[src/rtl/elevator_pkg.sv]
// Shared types and defaults for the elevator scheduler.
package elevator_pkg;

    localparam int unsigned DEF_N_FLOORS      = 8;
    localparam int unsigned DEF_TRAVEL_CYCLES = 16;
    localparam int unsigned DEF_DOOR_CYCLES   = 32;

    typedef enum logic [1:0] {
        S_IDLE      = 2'd0,
        S_MOVE_UP   = 2'd1,
        S_MOVE_DOWN = 2'd2,
        S_DOOR      = 2'd3
    } state_e;

    typedef enum logic {
        DIR_UP   = 1'b0,
        DIR_DOWN = 1'b1
    } dir_e;

    function automatic int unsigned max_u(input int unsigned a, input int unsigned b);
        return (a > b) ? a : b;
    endfunction

endpackage

[src/rtl/elevator_req_flags.sv]
// Here/above/below request flags for one floor index, via one-hot mask compare.
module elevator_req_flags #(
    parameter int unsigned N_FLOORS = 8,
    parameter int unsigned FLOOR_W  = 3
) (
    input  logic [N_FLOORS-1:0] pending_i,
    input  logic [FLOOR_W-1:0]  floor_i,
    output logic                here_o_c,
    output logic                above_o_c,
    output logic                below_o_c
);

    logic [N_FLOORS-1:0] onehot;
    logic [N_FLOORS-1:0] below_mask;
    logic [N_FLOORS-1:0] above_mask;

    // Bits strictly below the index are (onehot - 1); the rest above it are the complement.
    assign onehot     = N_FLOORS'(1) << floor_i;
    assign below_mask = onehot - N_FLOORS'(1);
    assign above_mask = ~(onehot | below_mask);

    assign here_o_c  = |(pending_i & onehot);
    assign above_o_c = |(pending_i & above_mask);
    assign below_o_c = |(pending_i & below_mask);

endmodule

[src/rtl/elevator_scheduler.sv]
// SCAN elevator scheduler: request bitmap, floor register, travel and door timers.
// Build option ELEV_DOOR_HOLD_EN adds the door_hold input.
module elevator_scheduler
    import elevator_pkg::*;
#(
    parameter int unsigned N_FLOORS      = DEF_N_FLOORS,
    parameter int unsigned FLOOR_W       = $clog2(N_FLOORS),
    parameter int unsigned TRAVEL_CYCLES = DEF_TRAVEL_CYCLES,
    parameter int unsigned DOOR_CYCLES   = DEF_DOOR_CYCLES
) (
    input  logic                clk,
    input  logic                rst_n,
    input  logic                req_valid,
    input  logic [FLOOR_W-1:0]  req_floor,
    output logic                req_err,
    output logic [N_FLOORS-1:0] pending,
    output logic [FLOOR_W-1:0]  cur_floor,
    output logic                up,
    output logic                down,
    output logic                open,
    output logic                arrive,
    output logic                request_i,
    output logic                request_j_gt_i,
    output logic                request_j_lt_i
`ifdef ELEV_DOOR_HOLD_EN
    ,
    input  logic                door_hold
`endif
);

    localparam int unsigned TMR_W = $clog2(max_u(TRAVEL_CYCLES, DOOR_CYCLES) + 1);
    localparam logic [TMR_W-1:0] TRAVEL_LOAD = TMR_W'(TRAVEL_CYCLES - 1);
    localparam logic [TMR_W-1:0] DOOR_LOAD   = TMR_W'(DOOR_CYCLES - 1);

    state_e              state_q, state_d;
    dir_e                dir_q, dir_d;
    logic [FLOOR_W-1:0]  cur_floor_q, cur_floor_d;
    logic [N_FLOORS-1:0] pending_q, pending_d;
    logic [TMR_W-1:0]    travel_q, travel_d;
    logic [TMR_W-1:0]    door_q, door_d;
    logic                req_err_q, req_err_d;
    logic                arrive_q, arrive_d;
    logic                up_q, down_q, open_q;

    logic [FLOOR_W-1:0]  next_floor;
    logic [N_FLOORS-1:0] cur_oh, next_oh, req_oh;
    logic [N_FLOORS-1:0] set_mask, clr_mask;
    logic                req_in_range, door_reload, hold_c;
    logic                nxt_here, nxt_above, nxt_below;

`ifdef ELEV_DOOR_HOLD_EN
    assign hold_c = door_hold;
`else
    assign hold_c = 1'b0;
`endif

    // Floor the car reaches when the running travel timer expires.
    assign next_floor   = (state_q == S_MOVE_DOWN) ? cur_floor_q - FLOOR_W'(1)
                                                   : cur_floor_q + FLOOR_W'(1);
    assign cur_oh       = N_FLOORS'(1) << cur_floor_q;
    assign next_oh      = N_FLOORS'(1) << next_floor;
    assign req_oh       = N_FLOORS'(1) << req_floor;
    assign req_in_range = 32'(req_floor) < N_FLOORS;

    elevator_req_flags #(
        .N_FLOORS (N_FLOORS),
        .FLOOR_W  (FLOOR_W)
    ) u_flags_cur (
        .pending_i (pending_q),
        .floor_i   (cur_floor_q),
        .here_o_c  (request_i),
        .above_o_c (request_j_gt_i),
        .below_o_c (request_j_lt_i)
    );

    elevator_req_flags #(
        .N_FLOORS (N_FLOORS),
        .FLOOR_W  (FLOOR_W)
    ) u_flags_next (
        .pending_i (pending_q),
        .floor_i   (next_floor),
        .here_o_c  (nxt_here),
        .above_o_c (nxt_above),
        .below_o_c (nxt_below)
    );

    // Next-state, request capture and timers.
    always_comb begin
        state_d     = state_q;
        dir_d       = dir_q;
        cur_floor_d = cur_floor_q;
        travel_d    = travel_q;
        door_d      = door_q;
        req_err_d   = 1'b0;
        arrive_d    = 1'b0;
        set_mask    = '0;
        clr_mask    = '0;
        door_reload = 1'b0;

        if (req_valid) begin
            if (!req_in_range) begin
                req_err_d = 1'b1;
            end else if ((state_q == S_DOOR) && (req_floor == cur_floor_q)) begin
                door_reload = 1'b1;
            end else begin
                set_mask = req_oh;
            end
        end
        if ((state_q == S_DOOR) && hold_c) begin
            door_reload = 1'b1;
        end

        case (state_q)
            S_IDLE: begin
                if (request_i) begin
                    state_d  = S_DOOR;
                    door_d   = DOOR_LOAD;
                    clr_mask = cur_oh;
                end else if (request_j_gt_i && ((dir_q == DIR_UP) || !request_j_lt_i)) begin
                    state_d  = S_MOVE_UP;
                    dir_d    = DIR_UP;
                    travel_d = TRAVEL_LOAD;
                end else if (request_j_lt_i) begin
                    state_d  = S_MOVE_DOWN;
                    dir_d    = DIR_DOWN;
                    travel_d = TRAVEL_LOAD;
                end
            end
            S_MOVE_UP, S_MOVE_DOWN: begin
                if (travel_q != '0) begin
                    travel_d = travel_q - TMR_W'(1);
                end else begin
                    cur_floor_d = next_floor;
                    arrive_d    = 1'b1;
                    // Stop decision uses the registered bitmap, so a same-cycle request is not honoured.
                    if (nxt_here) begin
                        state_d  = S_DOOR;
                        door_d   = DOOR_LOAD;
                        clr_mask = next_oh;
                    end else if (((state_q == S_MOVE_UP) && nxt_above) ||
                                 ((state_q == S_MOVE_DOWN) && nxt_below)) begin
                        travel_d = TRAVEL_LOAD;
                    end else begin
                        state_d = S_IDLE;
                    end
                end
            end
            S_DOOR: begin
                if (door_reload) begin
                    door_d = DOOR_LOAD;
                end else if (door_q == '0) begin
                    state_d = S_IDLE;
                end else begin
                    door_d = door_q - TMR_W'(1);
                end
            end
            default: begin
                state_d = S_IDLE;
            end
        endcase

        pending_d = (pending_q | set_mask) & ~clr_mask;
    end

    always_ff @(posedge clk or posedge rst_n) begin
        if (rst_n) begin
            state_q     <= S_IDLE;
            dir_q       <= DIR_UP;
            cur_floor_q <= '0;
            pending_q   <= '0;
            travel_q    <= '0;
            door_q      <= '0;
            req_err_q   <= 1'b0;
            arrive_q    <= 1'b0;
            up_q        <= 1'b0;
            down_q      <= 1'b0;
            open_q      <= 1'b0;
        end else begin
            state_q     <= state_d;
            dir_q       <= dir_d;
            cur_floor_q <= cur_floor_d;
            pending_q   <= pending_d;
            travel_q    <= travel_d;
            door_q      <= door_d;
            req_err_q   <= req_err_d;
            arrive_q    <= arrive_d;
            up_q        <= (state_d == S_MOVE_UP);
            down_q      <= (state_d == S_MOVE_DOWN);
            open_q      <= (state_d == S_DOOR);
        end
    end

    assign req_err   = req_err_q;
    assign pending   = pending_q;
    assign cur_floor = cur_floor_q;
    assign up        = up_q;
    assign down      = down_q;
    assign open      = open_q;
    assign arrive    = arrive_q;

endmodule

[config.mk]
export PLATFORM = sky130hd
export DESIGN_NAME = elevator_scheduler
export DESIGN_NICKNAME = d
export VERILOG_FILES = /design/src/rtl/elevator_pkg.sv /design/src/rtl/elevator_req_flags.sv /design/src/rtl/elevator_scheduler.sv
export SDC_FILE = /design/constraint.sdc
export NUM_CORES = 1
export LEC_CHECK = 0
export ABC_AREA = 1
export CORE_MARGIN = 5
export CORE_UTILIZATION = 40
export CTS_CLUSTER_DIAMETER = 200
export DETAILED_ROUTE_END_ITERATION = 8
export GPL_TIMING_DRIVEN = 0
export PLACE_DENSITY = 0.69
export SKIP_LAST_GASP = 1
export SLEW_MARGIN = 10
export SYNTH_ARGS = -nofsm -noshare
export SYNTH_HDL_FRONTEND = slang
export SYNTH_SLANG_ARGS = --single-unit
[constraint.sdc]
create_clock -name clk -period 6.9 [get_ports clk]
set_input_delay 2.07 -clock clk [delete_from_list [all_inputs] [get_ports clk]]
set_output_delay 2.07 -clock clk [all_outputs]
set_load 0.05 [all_outputs]
; ---- Word level (Yosys, flattened, before mapping)
; Index checks and enable logic that the tools add are counted.
[totals]
regBits = 30
latchBits = 0
ramBits = 0
romBits = 0
inputBits = 6
word_cells = 108
mem_count = 0
[classes]
add_sub_neg = 6
mul = 0
n_div = 0
order_cmp = 0
eq_ne = 15
n_shift = 3
muxes = 35
n_bitwise = 16
n_reduce_logical = 23
[ops]
columns = operator, n
row1 = $mux W6, 11
row2 = $and A8 B8 Y8, 7
row3 = $reduce_or A8 Y1, 6
row4 = $mux W8, 5
row5 = $not A8 Y8, 3
row6 = $or A8 B8 Y8, 3
row7 = $shl A1 B3 Y8 const A, 3
row8 = $pmux W6 S3, 1
row9 = $mux W2, 8
row10 = $pmux W8 S2, 1
row11 = $sub A8 B1 Y8 const B, 2
row12 = $ne A3 B3 Y1 const B, 4
row13 = $pmux W6 S2, 1
row14 = $sub A6 B1 Y6 const B, 2
row15 = $eq A2 B2 Y1 const B, 4
row16 = $ne A2 B2 Y1 const B, 4
row17 = $logic_not A6 Y1, 1
row18 = $mux W1, 6
row19 = $pmux W2 S3, 1
row20 = $reduce_bool A6 Y1, 1
row21 = $reduce_and A5 Y1, 1
row22 = $eq A2 B1 Y1 const B, 2
row23 = $logic_and A1 B1 Y1, 4
row24 = $reduce_and A4 Y1, 1
row25 = other kinds (12), 16

; ---- Longest topological paths before layout
; Gate-level depths: netlist of run 1.
[depth]
word_depth = 15
ltp_mapped = 26
mapped_depth_nobuf = 25

; ---- By module
; From an unflattened synthesis of run 1, not the netlist that was laid out.
[hier_totals]
cells_unflattened = 404
hier_area_um2 = 2692.6
[modules_own_cells]
columns = module, n_inst, cells_per_inst, area_per_inst_um2, seq_area_each_um2
row1 = elevator_scheduler, 1, 280, 2142.1, 750.7
row2 = elevator_req_flags, 2, 62, 275.3, 0.0

; ---- Least setup slack after synthesis of run 1
; No wires, ideal clock.
[synth_timing]
kind = reg-to-output
from = reg cur_floor_q[0], in the netlist cur_floor[0]
to = out request_j_lt_i
arrival_ps = 2474
required_time_ps = 4830
setup_slack_ps = 2356
stages_incl_launch_ff = 10
n_path_buf = 0
cell_sequence = dfrtp_1 inv_1 nor3_1 inv_1 ha_1 nand2_1 o21bai_1 ha_1 a21oi_1 nand4_1
[synth_between]
elab_chain_cells = 4
[synth_rtl]
columns = item, line
row1 = start: declaration, elevator_scheduler.sv:37  ; logic [FLOOR_W-1:0] cur_floor_q, cur_floor_d;
row2 = start signal: assignment, elevator_scheduler.sv:181  ; cur_floor_q <= cur_floor_d;
row3 = $shl A1 B3 Y8, elevator_req_flags.sv:18  ; assign onehot = N_FLOORS'(1) << floor_i;
row4 = $sub A8 B1 Y8, elevator_req_flags.sv:19  ; assign below_mask = onehot - N_FLOORS'(1);
row5 = $and A8 B8 Y8, elevator_req_flags.sv:24  ; assign below_o_c = |(pending_i & below_mask);
row6 = $reduce_or A8 Y1, elevator_req_flags.sv:24
row7 = end: declaration, elevator_scheduler.sv:24  ; output logic request_j_lt_i
; No other way between the ends.

; ---- Worst setup path in the final report of run 1
[layout_timing]
from = reg cur_floor_q[2], in the netlist cur_floor[2]
to = out request_j_lt_i
; The elaborated chain is that of the path after synthesis.

==> results of run 1 <==
how the worst min path moves through the flow:
stage,start,to,slack (ns)
after CTS,door_q[0],door_q[0],0.50
after floorplan,door_q[0],door_q[0],0.45
after detailed placement,travel_q[1],travel_q[1],0.48
after global routing,travel_q[0],travel_q[0],0.52
after global placement,door_q[0],door_q[0],0.47
final,travel_q[0],travel_q[0],0.49
worst register-to-register path, stage by stage, from the launching register on:
cell and delay, ns:
dfrtp_1 0.45, inv_1 0.14, ha_1 0.28, inv_1 0.13, fa_1 0.42, inv_1 0.12
nand2_4 0.08, nand2_2 0.07, buf_6 0.13, nor2_1 0.09, nor2_1 0.15, nand4_1 0.13
nor2_1 0.12, nand2_1 0.06, ha_1 0.27, nand2_1 0.06, nand4_1 0.08, nor2_1 0.11
nand2_1 0.06, nand2_1 0.07, nand3_1 0.10, nand2_1 0.09, nand3_1 0.06, nand2_1 0.11
inv_1 0.06, nor2_1 0.09
cell usage after synthesis:
cell	count	area, sq um
a21oi_1	23	115
a31oi_1	1	6.26
a41oi_1	2	17.5
buf_2	4	20.0
buf_4	2	15.0
buf_6	3	33.8
conb_1	1	3.75
dfrtp_1	30	751
fa_1	1	20.0
ha_1	29	363
inv_1	57	214
inv_2	3	11.3
nand2_1	94	353
nand2_2	10	62.6
nand2_4	4	45.0
nand3_1	25	125
nand3_2	3	30.0
nand3b_1	2	15.0
nand4_1	13	81.3
nor2_1	44	165
nor2_2	1	6.26
nor2_4	1	11.3
nor3_1	6	30.0
nor3_2	1	10.0
nor3b_1	2	15.0
o211ai_1	2	15.0
o21ai_0	10	50.1
o21ai_1	1	5.00
o21ai_2	12	105
o21bai_1	3	22.5
or2_2	3	18.8
xnor2_1	2	17.5
xor2_1	2	17.5
metal layers:
| layer | GRT usage (%) | vias to the layer above | routed length (um) |
|---|---|---|---|
| li1 | - | 1333 | - |
| met1 | 23.2 | 1197 | 3140 |
| met2 | 26.6 | 56 | 3220 |
| met3 | 2.82 | 14 | 396 |
| met4 | 6.47 | 0 | 157 |
| met5 | 0 | - | 0 |
through the flow:
| stage | worst slack [ns] | instance area, sq um | hold WS, ns | std cells |
|---|---|---|---|---|
| final | 1.64 | 3200 | 0.494 | 508 |
| after global routing | 1.51 | 3200 | 0.523 | 508 |
| after CTS | 1.65 | 3200 | 0.496 | 508 |
| after detailed placement | 1.98 | 3100 | 0.478 | 500 |
| after global placement | 1.99 | 3100 | 0.467 | 500 |
| after floorplan | 2.36 | 2770 | 0.455 | 397 |
logic make-up after synthesis:
family | count (synthesis) | synth area share [%]
simple gates | 209 | 34.9
buf+inv | 69 | 10.6
compound gates | 54 | 12.1
fa+ha+maj | 30 | 13.8
flops | 30 | 27.1
xor+xnor | 4 | 1.26
other cells | 1 | 0.135
layout by cell type, fill, tap and decap left out, types with 2 or more instances in the layout:
cell type        count
nor3b_1              2
buf_2                4
clkbuf_8             6
o21ai_0             10
a21oi_1             23
a41oi_1              2
inv_1               56
dfrtp_1             30
nand3b_1             2
inv_2                4
nor2_1              44
xor2_1               2
nand2_1             94
buf_6                3
ha_1                29
or2_2                3
nand4_1             13
clkdlybuf4s50_1     23
nor3_1               6
nand3_2              3
buf_4                2
nand2_2             10
o21ai_2             12
nand3_1             25
o211ai_1             2
nand2_4              4
xnor2_1              2
o21bai_1             3
final cells by class:
class	instances	area (sq um)
buffer	9	68.8
clock buffer	6	82.6
clock inverter	2	12.5
inverter	60	225
tap	80	100
timing repair buffer	23	230
sequential	30	751
multi-input combinational	298	1730
fill	669	3560
sequential cells by signal, indices dropped and copies added (netlist names):
register	flops
down	1
dir_q	1
open	1
state_q	2
cur_floor	3
door_q	6
pending	8
arrive	1
travel_q	6
up	1
==> impl_metrics.toml, run 1 <==
[die]
ios = 25
row_count = 30
die_y_um = 93.2
start_util_pct = 41.0
die-area_sq_um = 8690
coreArea_sq_um = 6760
die_x_um = 93.2

[yosys]
syn_area_per_cell_sq_um = 6.98
syn_nets = 433
ys_ff_latch = 30
yosys_warnings = 0
ys_seq_area_share_pct = 27.1
synthDistinctLibCells = 33
synthesis.area_sq_um = 2770
synth_cells = 397

[timing]
max_slew_margin_pct = 56.5
post-route-period-util_pct = 76.2
slew_viol_final = 0
timing_hold_violations_final = 0
fmax_ghz = 0.190
skew_ns = 0.0117
finalSetupViolations = 0
grt_setup_unrepaired = "no"
worstMarginPinSlew_ns = 0.651
setup_tns_ns = 0
period_minus_slack_ns = 5.26

[clocking]
ctsHoldBuffers = 0
htree_levels = 2
clk_pin_slew_ns = 0.07
cts_resized = 0
numClockSinks = 30
clockBufferDepth = 2
cts_tree = "yes"
cts-root-buf = "clkbuf_8"
post_cts.repair.setup_buffers = 0
clkLatencyLatePin_ns = 0.29
cts_buffers = 5

[hold_path]
hold_class = "flop to flop"
hold_depth = 2

[finish]
drive_gt1_share_pct = 13.1
finalNetCount = 463
fin_util_pct = 47.3
diodes = 0
areaGrowthSynthToFinish_pct = 15.4

[place]
io_buffers = 23
hpwl_mm = 5.32
place.gp.congestion = 0.934

[setup_path]
crit_family = "buffers and inverters"
endpoint_kind = "primary output"
crit_buf_inv = 3
crit_path_start = "cur_floor[2]"
r2r-start = "state_q[0]"
slowest_stage = "clkdlybuf4s50_1"
r2r_slack_ns = 3.30
path_max_fanout = 10
max_stage_delay_ns = 0.78
cp.required_ns = 4.83
crit_chain = "buf_2 > nor3_1 > inv_1 > ha_1 > nand2_1 > o21bai_1 > ha_1 > a21oi_1 > nand4_1 > clkdlybuf4s50_1"
cpMostUsedCell = "ha_1"
worst_setup_path_start_kind = "flop"
cp.arrival_ns = 3.19
endpoint = "request_j_lt_i"
path_depth = 10
critical_path_class = "flop to primary output"
ff2ff_path_depth = 25
reg2reg_to = "down"

[global_route]
grt_pass1_wl_mm = 11.8
grt_pass1_vias = 2479
antenna_found_initial = 0
grt_max_degree = 31
grtUsageTotal_pct = 16.9
overflow = 0

[route]
vias = 2600
ant_nets = 0
dr.first_iter.drc_count = 138
drc = 0
drt_pass1_iterations = 4
vias_per_cell = 5.12
avgRoutedWirePerCell_um = 13.6
routed_wl_mm = 6.91

[run_status]
status = "finished, final reports clean"

[flow_run]
maxCapViolations = 0
Power of run 1 is left out: the tool's default activity adds up to more than one toggle a clock period on the data nets, which glitch-free logic cannot reach.
==> inputs of run 2 (changes only) <==
==> constraint.sdc (replaced) <==
create_clock -name clk -period 4.9 [get_ports clk]
set_input_delay 1.47 -clock clk [delete_from_list [all_inputs] [get_ports clk]]
set_output_delay 1.47 -clock clk [all_outputs]
set_load 0.05 [all_outputs]
==> results of run 2 <==
The final DEF is identical to that of run 1. Status: finished, final reports clean.
Main changes from that run: setup slack after placement 1.98 ns -> 0.575 ns; setup slack after layout 1.64 ns -> 0.243 ns; register-to-register setup slack 3.30 ns -> 1.30 ns
Power of run 2 is left out for the same reason.
